## src/rtl/battleship_game_ctrl_if.sv

```systemverilog
// battleship_game_ctrl_if: button/ship-map inputs and board/cursor/status outputs of the game controller.
interface battleship_game_ctrl_if;
   logic                  start;
   logic                  btn_up;
   logic                  btn_down;
   logic                  btn_left;
   logic                  btn_right;
   logic                  btn_fire;
   logic [24:0]           ships_jugador;
   logic [24:0]           ships_pc;
   logic [2:0]            i_actual;
   logic [2:0]            j_actual;
   logic [4:0][4:0][1:0]  tablero_jugador;
   logic [4:0][4:0][1:0]  tablero_pc;
   logic                  turn;
   logic                  game_over;
   logic                  winner;
   modport master (
      output start, btn_up, btn_down, btn_left, btn_right, btn_fire, ships_jugador, ships_pc,
      input  i_actual, j_actual, tablero_jugador, tablero_pc, turn, game_over, winner
   );
   modport slave (
      input  start, btn_up, btn_down, btn_left, btn_right, btn_fire, ships_jugador, ships_pc,
      output i_actual, j_actual, tablero_jugador, tablero_pc, turn, game_over, winner
   );
endinterface

```

## src/rtl/battleship_game_ctrl.sv

```systemverilog
// battleship_game_ctrl: turn-based 5x5 battleship controller with cursor, both boards, LFSR PC shots and winner detection.
module battleship_game_ctrl #(
   parameter int         PC_DELAY  = 25000000,
   parameter logic [7:0] LFSR_SEED = 8'hA5
) (
   input logic                   clk,
   input logic                   rst,
   battleship_game_ctrl_if.slave io
);
   localparam int CW = (PC_DELAY > 1) ? $clog2(PC_DELAY) : 1;
   typedef enum logic [2:0] {
      IDLE, PLAYER_TURN, PLAYER_RESOLVE, PC_WAIT, PC_PICK, PC_RESOLVE, GAME_OVER
   } state_t;
   state_t           r_state;
   logic [7:0]       r_lfsr;
   logic [CW-1:0]    r_cnt;
   logic [2:0]       r_i, r_j;
   logic [24:0][1:0] r_bj, r_bp;
   logic [4:0]       r_ships_j, r_ships_p, r_hits_j, r_hits_p;
   logic             r_hit, r_turn, r_game_over, r_winner;
   logic [4:0]       w_cur, w_idx, w_cnt_j, w_cnt_p, w_nh_p, w_nh_j;
   logic [1:0]       w_pcell, w_jcell;
   logic             w_fb;
   function automatic logic [24:0][1:0] load(input logic [24:0] s);
      logic [24:0][1:0] b;
      for (int k = 0; k < 25; k++) b[k] = {1'b0, s[k]};
      return b;
   endfunction
   always_comb begin
      w_fb    = r_lfsr[7] ^ r_lfsr[5] ^ r_lfsr[4] ^ r_lfsr[3];
      w_cur   = 5'(r_i) * 5'd5 + 5'(r_j);
      w_idx   = r_lfsr[4:0];
      w_pcell = r_bp[w_cur];
      w_jcell = (w_idx < 5'd25) ? r_bj[w_idx] : 2'b11;
      w_cnt_j = 5'($countones(io.ships_jugador));
      w_cnt_p = 5'($countones(io.ships_pc));
      w_nh_p  = r_hits_p + {4'd0, r_hit};
      w_nh_j  = r_hits_j + {4'd0, r_hit};
   end
   always_ff @(posedge clk) begin
      if (rst) begin
         r_state     <= IDLE;
         r_lfsr      <= LFSR_SEED;
         r_cnt       <= '0;
         r_i         <= '0;
         r_j         <= '0;
         r_bj        <= '0;
         r_bp        <= '0;
         r_ships_j   <= '0;
         r_ships_p   <= '0;
         r_hits_j    <= '0;
         r_hits_p    <= '0;
         r_hit       <= 1'b0;
         r_turn      <= 1'b0;
         r_game_over <= 1'b0;
         r_winner    <= 1'b0;
      end else begin
         r_lfsr <= {r_lfsr[6:0], w_fb};
         case (r_state)
            IDLE, GAME_OVER: if (io.start) begin
               r_bj      <= load(io.ships_jugador);
               r_bp      <= load(io.ships_pc);
               r_ships_j <= w_cnt_j;
               r_ships_p <= w_cnt_p;
               r_hits_j  <= '0;
               r_hits_p  <= '0;
               r_i       <= '0;
               r_j       <= '0;
               r_turn    <= 1'b0;
               // an empty fleet ends the game at once; PC fleet checked first
               r_game_over <= (w_cnt_p == 5'd0) || (w_cnt_j == 5'd0);
               r_winner    <= (w_cnt_p != 5'd0);
               r_state     <= ((w_cnt_p == 5'd0) || (w_cnt_j == 5'd0)) ? GAME_OVER : PLAYER_TURN;
            end
            PLAYER_TURN: begin
               if (io.btn_fire) begin
                  if (!w_pcell[1]) begin
                     r_bp[w_cur] <= {1'b1, w_pcell[0]};
                     r_hit       <= w_pcell[0];
                     r_state     <= PLAYER_RESOLVE;
                  end
               end else if (io.btn_up)    r_i <= (r_i == 3'd0) ? 3'd4 : r_i - 3'd1;
               else if (io.btn_down)      r_i <= (r_i == 3'd4) ? 3'd0 : r_i + 3'd1;
               else if (io.btn_left)      r_j <= (r_j == 3'd0) ? 3'd4 : r_j - 3'd1;
               else if (io.btn_right)     r_j <= (r_j == 3'd4) ? 3'd0 : r_j + 3'd1;
            end
            PLAYER_RESOLVE: begin
               r_hits_p <= w_nh_p;
               if (w_nh_p == r_ships_p) begin
                  r_state     <= GAME_OVER;
                  r_game_over <= 1'b1;
                  r_winner    <= 1'b0;
               end else begin
                  r_state <= PC_WAIT;
                  r_turn  <= 1'b1;
                  r_cnt   <= CW'(PC_DELAY - 1);
               end
            end
            PC_WAIT: begin
               r_cnt   <= r_cnt - 1'b1;
               r_state <= (r_cnt == '0) ? PC_PICK : PC_WAIT;
            end
            PC_PICK: if (!w_jcell[1]) begin
               r_bj[w_idx] <= {1'b1, w_jcell[0]};
               r_hit       <= w_jcell[0];
               r_state     <= PC_RESOLVE;
            end
            PC_RESOLVE: begin
               r_hits_j <= w_nh_j;
               if (w_nh_j == r_ships_j) begin
                  r_state     <= GAME_OVER;
                  r_game_over <= 1'b1;
                  r_winner    <= 1'b1;
               end else begin
                  r_state <= PLAYER_TURN;
                  r_turn  <= 1'b0;
               end
            end
            default: r_state <= IDLE;
         endcase
      end
   end
   assign io.i_actual        = r_i;
   assign io.j_actual        = r_j;
   assign io.tablero_jugador = r_bj;
   assign io.tablero_pc      = r_bp;
   assign io.turn            = r_turn;
   assign io.game_over       = r_game_over;
   assign io.winner          = r_winner;
endmodule

```

## src/flat_wrapper.sv

```systemverilog
// flat-port wrapper written by rule: the top's interface ports become plain ports
module battleship_game_ctrl_flat 
#(
   parameter int         PC_DELAY  = 25000000,
   parameter logic [7:0] LFSR_SEED = 8'hA5
)
  (clk, rst, io_start, io_btn_up, io_btn_down, io_btn_left, io_btn_right, io_btn_fire, io_ships_jugador, io_ships_pc, io_i_actual, io_j_actual, io_tablero_jugador, io_tablero_pc, io_turn, io_game_over, io_winner);
  battleship_game_ctrl_if io_i ();
  input logic clk;
  input logic rst;
  input wire logic [$bits(io_i.start)-1:0] io_start;
  input wire logic [$bits(io_i.btn_up)-1:0] io_btn_up;
  input wire logic [$bits(io_i.btn_down)-1:0] io_btn_down;
  input wire logic [$bits(io_i.btn_left)-1:0] io_btn_left;
  input wire logic [$bits(io_i.btn_right)-1:0] io_btn_right;
  input wire logic [$bits(io_i.btn_fire)-1:0] io_btn_fire;
  input wire logic [$bits(io_i.ships_jugador)-1:0] io_ships_jugador;
  input wire logic [$bits(io_i.ships_pc)-1:0] io_ships_pc;
  output wire logic [$bits(io_i.i_actual)-1:0] io_i_actual;
  output wire logic [$bits(io_i.j_actual)-1:0] io_j_actual;
  output wire logic [$bits(io_i.tablero_jugador)-1:0] io_tablero_jugador;
  output wire logic [$bits(io_i.tablero_pc)-1:0] io_tablero_pc;
  output wire logic [$bits(io_i.turn)-1:0] io_turn;
  output wire logic [$bits(io_i.game_over)-1:0] io_game_over;
  output wire logic [$bits(io_i.winner)-1:0] io_winner;
  assign io_i.start = io_start;
  assign io_i.btn_up = io_btn_up;
  assign io_i.btn_down = io_btn_down;
  assign io_i.btn_left = io_btn_left;
  assign io_i.btn_right = io_btn_right;
  assign io_i.btn_fire = io_btn_fire;
  assign io_i.ships_jugador = io_ships_jugador;
  assign io_i.ships_pc = io_ships_pc;
  assign io_i_actual = io_i.i_actual;
  assign io_j_actual = io_i.j_actual;
  assign io_tablero_jugador = io_i.tablero_jugador;
  assign io_tablero_pc = io_i.tablero_pc;
  assign io_turn = io_i.turn;
  assign io_game_over = io_i.game_over;
  assign io_winner = io_i.winner;
  battleship_game_ctrl #(.PC_DELAY(PC_DELAY), .LFSR_SEED(LFSR_SEED)) u_core (.clk(clk), .rst(rst), .io(io_i));
endmodule
```

## config.mk

```make
export PLATFORM = sky130hd
export DESIGN_NAME = battleship_game_ctrl_flat
export DESIGN_NICKNAME = d
export VERILOG_FILES = /design/src/rtl/battleship_game_ctrl_if.sv /design/src/rtl/battleship_game_ctrl.sv /design/src/flat_wrapper.sv
export SDC_FILE = /design/constraint.sdc
export NUM_CORES = 1
export LEC_CHECK = 0
export ABC_AREA = 1
export BUFFER_PORTS_ARGS = -buffer_cell sky130_fd_sc_hd__buf_2
export CAP_MARGIN = 20
export CELL_PAD_IN_SITES_DETAIL_PLACEMENT = 1
export CELL_PAD_IN_SITES_GLOBAL_PLACEMENT = 2
export CORE_UTILIZATION = 32
export DETAILED_ROUTE_END_ITERATION = 10
export GPL_TIMING_DRIVEN = 0
export HOLD_SLACK_MARGIN = 0.1
export PLACE_DENSITY = 0.8
export RECOVER_POWER = 25
export SYNTH_ARGS = -nofsm -noshare
export SYNTH_HDL_FRONTEND = slang
export SYNTH_SLANG_ARGS = --single-unit
```

## constraint.sdc

```tcl
create_clock -name clk -period 5.25 [get_ports clk]
set_input_delay 0.525 -clock clk [delete_from_list [all_inputs] [get_ports clk]]
set_output_delay 0.525 -clock clk [all_outputs]
set_load 0.1 [all_outputs]
```

==> results.json, run 1 <==
{
  "status": "finished clean",
  "setup_violations": 0,
  "fp.dieH_um": 194.3,
  "slowest_stage": "fa_1",
  "synthXorXnorAreaFrac_pct": 1.998,
  "crit_type": "input pin to register",
  "fin_skew_ns": 0.01769,
  "async_flop_share_pct": 0,
  "cts_buffers": 17,
  "num_io_pins": 167,
  "routabilityCongestion": 0.9099,
  "synth-seq-cells": 166,
  "syn2layout_area_growth_pct": 16.11,
  "end_kind": "register",
  "synth_edf_count": 0,
  "nFillCells": 4854,
  "ir_drop_uv": 422.9,
  "ys_types": 44,
  "cts_tree": "built",
  "grt_pass1_wl_um": 74870,
  "drtAntennaViolNets": 0,
  "layout-drive-gt1-share_pct": 10.66,
  "drcViolationCount": 0,
  "rsz0062_at_grt": "no",
  "syn-cell-area_mm2": 0.01184,
  "place_inst": 2489,
  "worst_pin_slew_ns": 1.215,
  "syn-num-nets": 2010,
  "final_common_cell": "nand2_1",
  "grt_max_degree": 17,
  "crit_fanout": 2,
  "cp.arrival_ns": 5.35,
  "final_hold_viol_count": 0,
  "worstSkewPairLatency_ns": 0.46,
  "grt_usage_pct": 26.00,
  "hpwl_um": 38240,
  "whs_ns": 0.4145,
  "drv_cap": 0,
  "path_cells": "buf_2 -> ha_1 -> inv_1 -> fa_1 -> fa_1 -> inv_1 -> fa_1 -> fa_1 -> inv_1 -> fa_1 -> inv_1 -> ha_1 -> inv_1 -> fa_1 -> xnor2_2 -> nor3_1 -> nand3_1 -> buf_4 -> a21oi_1 -> nand3_1 -> nand2_1 -> nor2_1",
  "period_share_pct": 95.21,
  "grt_pass1_vias": 12790,
  "finalWirelength_um": 48260,
  "core_area_mm2": 0.03652,
  "final_cells": 2522,
  "globalRouteOverflowTotal": 0,
  "synthSimpleGateAreaFrac_pct": 37.39,
  "clkSinkCount": 166,
  "num_antenna_cells": 0,
  "crit_top_cell": "fa_1",
  "path_clk_slew_ns": 0.07,
  "seq_area_mm2": 0.003323,
  "multi_input_area_mm2": 0.007262,
  "leakagePower_nw": 6.516,
  "rows": 70,
  "max_slew_margin_pct": 19.32,
  "ys_seq_area_share_pct": 28.07,
  "syn_avg_cell_area_um2": 6.378,
  "slowest_delay_ns": 0.54,
  "dr.pass1.iters": 5,
  "ff2ff_setup_slack_ns": 1.32,
  "routedWlPerCell_um": 19.14,
  "startpoint_type": "input pin",
  "hold_path.class": "register to register",
  "die_area_mm2": 0.03777,
  "port_buffers": 165,
  "final-max-slew-violation-count": 0,
  "yosys_warnings": 0,
  "synth_fa_ha_area_share_pct": 12.75,
  "routed_via_density": 4.991,
  "initial_core_util_pct": 32.41,
  "antenna_found_initial": 0,
  "layout.nets": 2195,
  "fmax_mhz": 200.1,
  "power_density_mw_per_mm2": 629.5,
  "synth-compound-area-share_pct": 9.132,
  "htreeDepth": 4,
  "layout_common_cells": "nand2_1 (581), nor2_1 (253), inv_1 (227), dfxtp_1 (166), nand3_1 (143)",
  "synthFlopType": "dfxtp_1",
  "clk_path_buf_depth": 2,
  "required_ns": 5.60,
  "synth_top_family_by_area": "simple AND/OR/NAND/NOR gates",
  "drtIter0Drc": 637,
  "synth_mux_area_share_pct": 0,
  "fp.dieW_um": 194.3,
  "via_count": 12590,
  "syn-instance-count": 1856,
  "cts_root_buffer": "clkbuf_16",
  "period_minus_slack_ns": 4.999
}
-- registers in the layout, indices dropped and copies added, names as in the netlist, 5 cells and up --
name	flops
u_core.r_ships_j	5
u_core.r_hits_j	5
u_core.io.tablero_jugador	50
u_core.r_ships_p	5
u_core.io.tablero_pc	50
u_core.r_hits_p	5
u_core.r_lfsr	8
u_core.r_cnt	25
-- synth_stat cells (2+ instances only) --
| cell | number | area share [%] |
|---|---|---|
| nand3b_1 | 5 | 0.32 |
| nor2_4 | 4 | 0.38 |
| a21oi_2 | 2 | 0.15 |
| inv_2 | 10 | 0.32 |
| fa_1 | 41 | 6.9 |
| ha_1 | 55 | 5.8 |
| nand3_1 | 143 | 6.0 |
| nor2_2 | 2 | 0.11 |
| clkbuf_1 | 38 | 1.2 |
| o211ai_1 | 6 | 0.38 |
| o211ai_2 | 8 | 0.85 |
| o21ai_0 | 48 | 2.0 |
| buf_6 | 2 | 0.19 |
| clkinv_1 | 2 | 0.063 |
| or2_2 | 9 | 0.48 |
| o21a_1 | 5 | 0.32 |
| buf_2 | 22 | 0.93 |
| o21ai_1 | 2 | 0.085 |
| nand3_2 | 8 | 0.68 |
| buf_1 | 3 | 0.095 |
| nor3_1 | 17 | 0.72 |
| nor2_1 | 253 | 8.0 |
| xor2_1 | 16 | 1.2 |
| dfxtp_1 | 166 | 28 |
| a21oi_1 | 112 | 4.7 |
| nor4_1 | 3 | 0.16 |
| nand2_2 | 3 | 0.16 |
| inv_1 | 226 | 7.2 |
| nand2_1 | 582 | 18 |
| xnor2_1 | 11 | 0.81 |
| nand4_1 | 29 | 1.5 |
| a21boi_0 | 3 | 0.19 |
| buf_4 | 9 | 0.57 |
-- critical path: cells and delay by family --
family          cells  cell delay [ns]
fa+ha+maj           8             3.34
buf+inv             7             0.64
simple gates        5             0.51
xor+xnor            1             0.17
compound gates      1             0.16
-- per-stage QoR --
step / TNS [ns] / util [%] / power [mW] / setup WS [ns] / instance area [µm²]
after floorplan: 0 / - / 5.922 / 0.4147 / 11840
after global placement: -0.9081 / 36.28 / 7.278 / -0.2378 / 13250
after detailed placement: -1.196 / 36.28 / 7.397 / -0.2872 / 13250
after CTS: 0 / 37.79 / 8.681 / 0.1909 / 13800
after global routing: 0 / 37.63 / 9.388 / 0.01965 / 13740
final: 0 / 37.63 / 8.653 / 0.2515 / 13740
-- kinds of logic after synthesis --
family          count (synthesis)
compound gates                192
xor+xnor                       27
fa+ha+maj                      96
simple gates                 1062
buf+inv                       313
flops                         166
-- final cells by class --
cell class	instances	area share, %
clock buffers	20	3.250
plain buffers	75	2.685
well taps	468	4.260
multi-input cells	1377	52.84
inverters	238	6.500
repair buffers	166	5.517
clock inverters	12	0.7738
flip-flops and latches	166	24.18
-- routing by layer --
metal  GRT usage [%]  up-vias  share of wire [%]
li1                -     6187                  -
met1           36.03     6086                 49
met2           42.17      261                 46
met3           3.609       53                3.8
met4           6.878        0                2.0
met5               0        -                  0
-- path summary, 6_finish.rpt --
| kind | from | endpoint | cells past startpoint |
|---|---|---|---|
| min reg2reg | u_core.r_lfsr[6]$_SDFF_PP0_ | u_core.r_lfsr[7]$_SDFF_PP1_ | 1 |
| max reg2reg | u_core.io.i_actual[2]$_SDFFE_PP0P_ | u_core.io.tablero_pc[42]$_SDFFE_PP0P_ | 16 |
| min | u_core.r_lfsr[6]$_SDFF_PP0_ | u_core.r_lfsr[7]$_SDFF_PP1_ | 1 |
| max | io_ships_pc[6] | u_core.io.winner$_SDFFE_PP0P_ | 22 |
-- what timing repair did --
item,4_1_cts,5_1_grt
hold endpoints to repair,0,0
hold buffers,0,0
setup endpoints to repair,0,3
resized for setup,0,2
buffers inserted,0,1
-- where the power goes --
group	switching (mW)	internal, mW	leakage [nW]	total [mW]
clock network	0.587	0.662	0.250	1.25
logic	4.06	1.57	4.91	5.62
registers	0.251	1.53	1.36	1.78
total	4.89	3.76	6.52	8.65
(Power assumes the default switching activity.)
==> inputs of run 2 (changes only) <==
- CORE_UTILIZATION: 32 -> 34
- PLACE_DENSITY: 0.8 -> 0.85
- clock period: 5.25 -> 5.8 ns (I/O delays scaled with it)
==> results.json, run 2 (synthesis results as in run 1) <==
{
  "setup_violations": 0,
  "p_sw_share_pct": 55.64,
  "num_io_pins": 167,
  "pwr-share-comb_pct": 63.5,
  "drtAntennaViolNets": 0,
  "path_clk_slew_ns": 0.07,
  "pwr-share-seq_pct": 20.4,
  "crit_type": "input pin to register",
  "hold_path.class": "register to register",
  "hpwl_um": 37490,
  "grt_pass1_wl_um": 73590,
  "dr.pass1.iters": 5,
  "p_int_mw": 3.526,
  "initial_core_util_pct": 34.95,
  "grt_pass1_vias": 12950,
  "fp.dieW_um": 188.6,
  "p_sw_mw": 4.421,
  "rows": 67,
  "die_area_mm2": 0.03557,
  "drtIter0Drc": 657,
  "rsz0062_at_grt": "no",
  "clkSinkCount": 166,
  "final_hold_viol_count": 0,
  "port_buffers": 165,
  "fin_area_mm2": 0.01378,
  "grt_max_degree": 17,
  "grt_usage_pct": 27.13,
  "routabilityCongestion": 0.8978,
  "cp.arrival_ns": 5.39,
  "drcViolationCount": 0,
  "core_area_mm2": 0.03387,
  "leakagePower_nw": 6.555,
  "path_cells": "buf_2 -> ha_1 -> inv_1 -> fa_1 -> fa_1 -> inv_1 -> fa_1 -> fa_1 -> inv_1 -> fa_1 -> inv_1 -> ha_1 -> inv_1 -> fa_1 -> xnor2_1 -> nor3_1 -> nand3_1 -> nand2_1 -> nor3_1 -> nand3_1 -> nand2_1 -> nor2_1",
  "final_common_cell": "nand2_1",
  "antenna_found_initial": 0,
  "max_slew_margin_pct": 21.33,
  "worst_pin_slew_ns": 1.185,
  "cts_buffers": 17,
  "cts_hold_buf": 0,
  "post_cts_buffers": 0,
  "layout.nets": 2194,
  "cts-resized-gates": 0,
  "globalRouteOverflowTotal": 0,
  "fp.dieH_um": 188.6,
  "multi_input_area_mm2": 0.007252,
  "slowest_delay_ns": 0.54,
  "period_minus_slack_ns": 5.041,
  "end_kind": "register",
  "period_share_pct": 86.91,
  "ir_drop_uv": 325.3,
  "drv_cap": 0,
  "crit_top_cell": "fa_1",
  "htreeDepth": 4,
  "layout_common_cells": "nand2_1 (582), nor2_1 (253), inv_1 (227), dfxtp_1 (166), nand3_1 (143)",
  "fmax_mhz": 198.4,
  "seq_area_mm2": 0.003323,
  "cts_root_buffer": "clkbuf_16",
  "tns_ns": 0,
  "cts_tree": "built",
  "finalWirelength_um": 47530,
  "power_density_mw_per_mm2": 576.9,
  "nFillCells": 4611,
  "slowest_stage": "fa_1",
  "syn2layout_area_growth_pct": 16.37,
  "clk_path_buf_depth": 2,
  "p_clk_share_pct": 16.1,
  "routedWlPerCell_um": 19.00,
  "crit_fanout": 3,
  "placed_area_mm2": 0.01322,
  "fin_skew_ns": 0.01494,
  "num_antenna_cells": 0,
  "via_count": 12780,
  "final-max-slew-violation-count": 0,
  "startpoint_type": "input pin",
  "worstSkewPairLatency_ns": 0.46,
  "routed_via_density": 5.108,
  "status": "finished clean",
  "layout-drive-gt1-share_pct": 10.42,
  "required_ns": 6.15
}
-- run 2: path summary, 6_finish.rpt --
| kind | cells after the start | slack, ns | startpoint | to |
|---|---|---|---|---|
| worst min register to register | 1 | 0.42 | u_core.r_lfsr[6]$_SDFF_PP0_ | u_core.r_lfsr[7]$_SDFF_PP1_ |
| worst min-delay path | 1 | 0.42 | u_core.r_lfsr[6]$_SDFF_PP0_ | u_core.r_lfsr[7]$_SDFF_PP1_ |
| worst max-delay path | 22 | 0.76 | io_ships_pc[0] | u_core.io.game_over$_SDFFE_PP0P_ |
| worst max register to register | 14 | 1.91 | u_core.io.i_actual[2]$_SDFFE_PP0P_ | u_core.io.tablero_pc[42]$_SDFFE_PP0P_ |
-- run 2: stage by stage --
stage	utilization [%]	cells	setup WS [ns]	total power, mW	hold WS (ns)
finish	40.68	2501	0.7594	7.947	0.4205
global route	40.68	2501	0.5006	8.545	0.4452
CTS	40.90	2501	0.7854	7.984	0.4263
detailed placement	39.05	2469	0.3068	6.673	0.4063
global placement	39.05	2469	0.3682	6.536	0.3960
floorplan	-	1856	0.9097	5.360	0.3895
-- run 2: final cells by class --
type | instances | area share, %
clock buffers | 24 | 3.497
inverters | 238 | 6.485
clock inverters | 8 | 1.054
flip-flops and latches | 166 | 24.12
plain buffers | 75 | 2.679
repair buffers | 165 | 5.450
well taps | 448 | 4.069
multi-input cells | 1377 | 52.64
-- run 2: worst max-delay path: cells and delay by family --
kind | cells | cell delay [ns]
adders and majority gates | 8 | 3.27
buffers and inverters | 6 | 0.42
and+or+nand+nor | 7 | 0.78
xor gates and xnor gates | 1 | 0.32
-- run 2: power by group through the flow --
stage,Combinational (mW),Clock (mW),Sequential (mW)
after detailed placement,5.04,0,1.64
after global routing,5.55,1.35,1.65
final,5.04,1.28,1.62
after global placement,4.91,0,1.63
after floorplan,2.84,0,2.52
after CTS,5.07,1.30,1.61
-- run 2: metal layers --
metal	global-route usage [%]	wire length (µm)
met4	7.630	900
met3	4.228	2740
met5	0	0
met2	43.09	21430
met1	37.84	22460
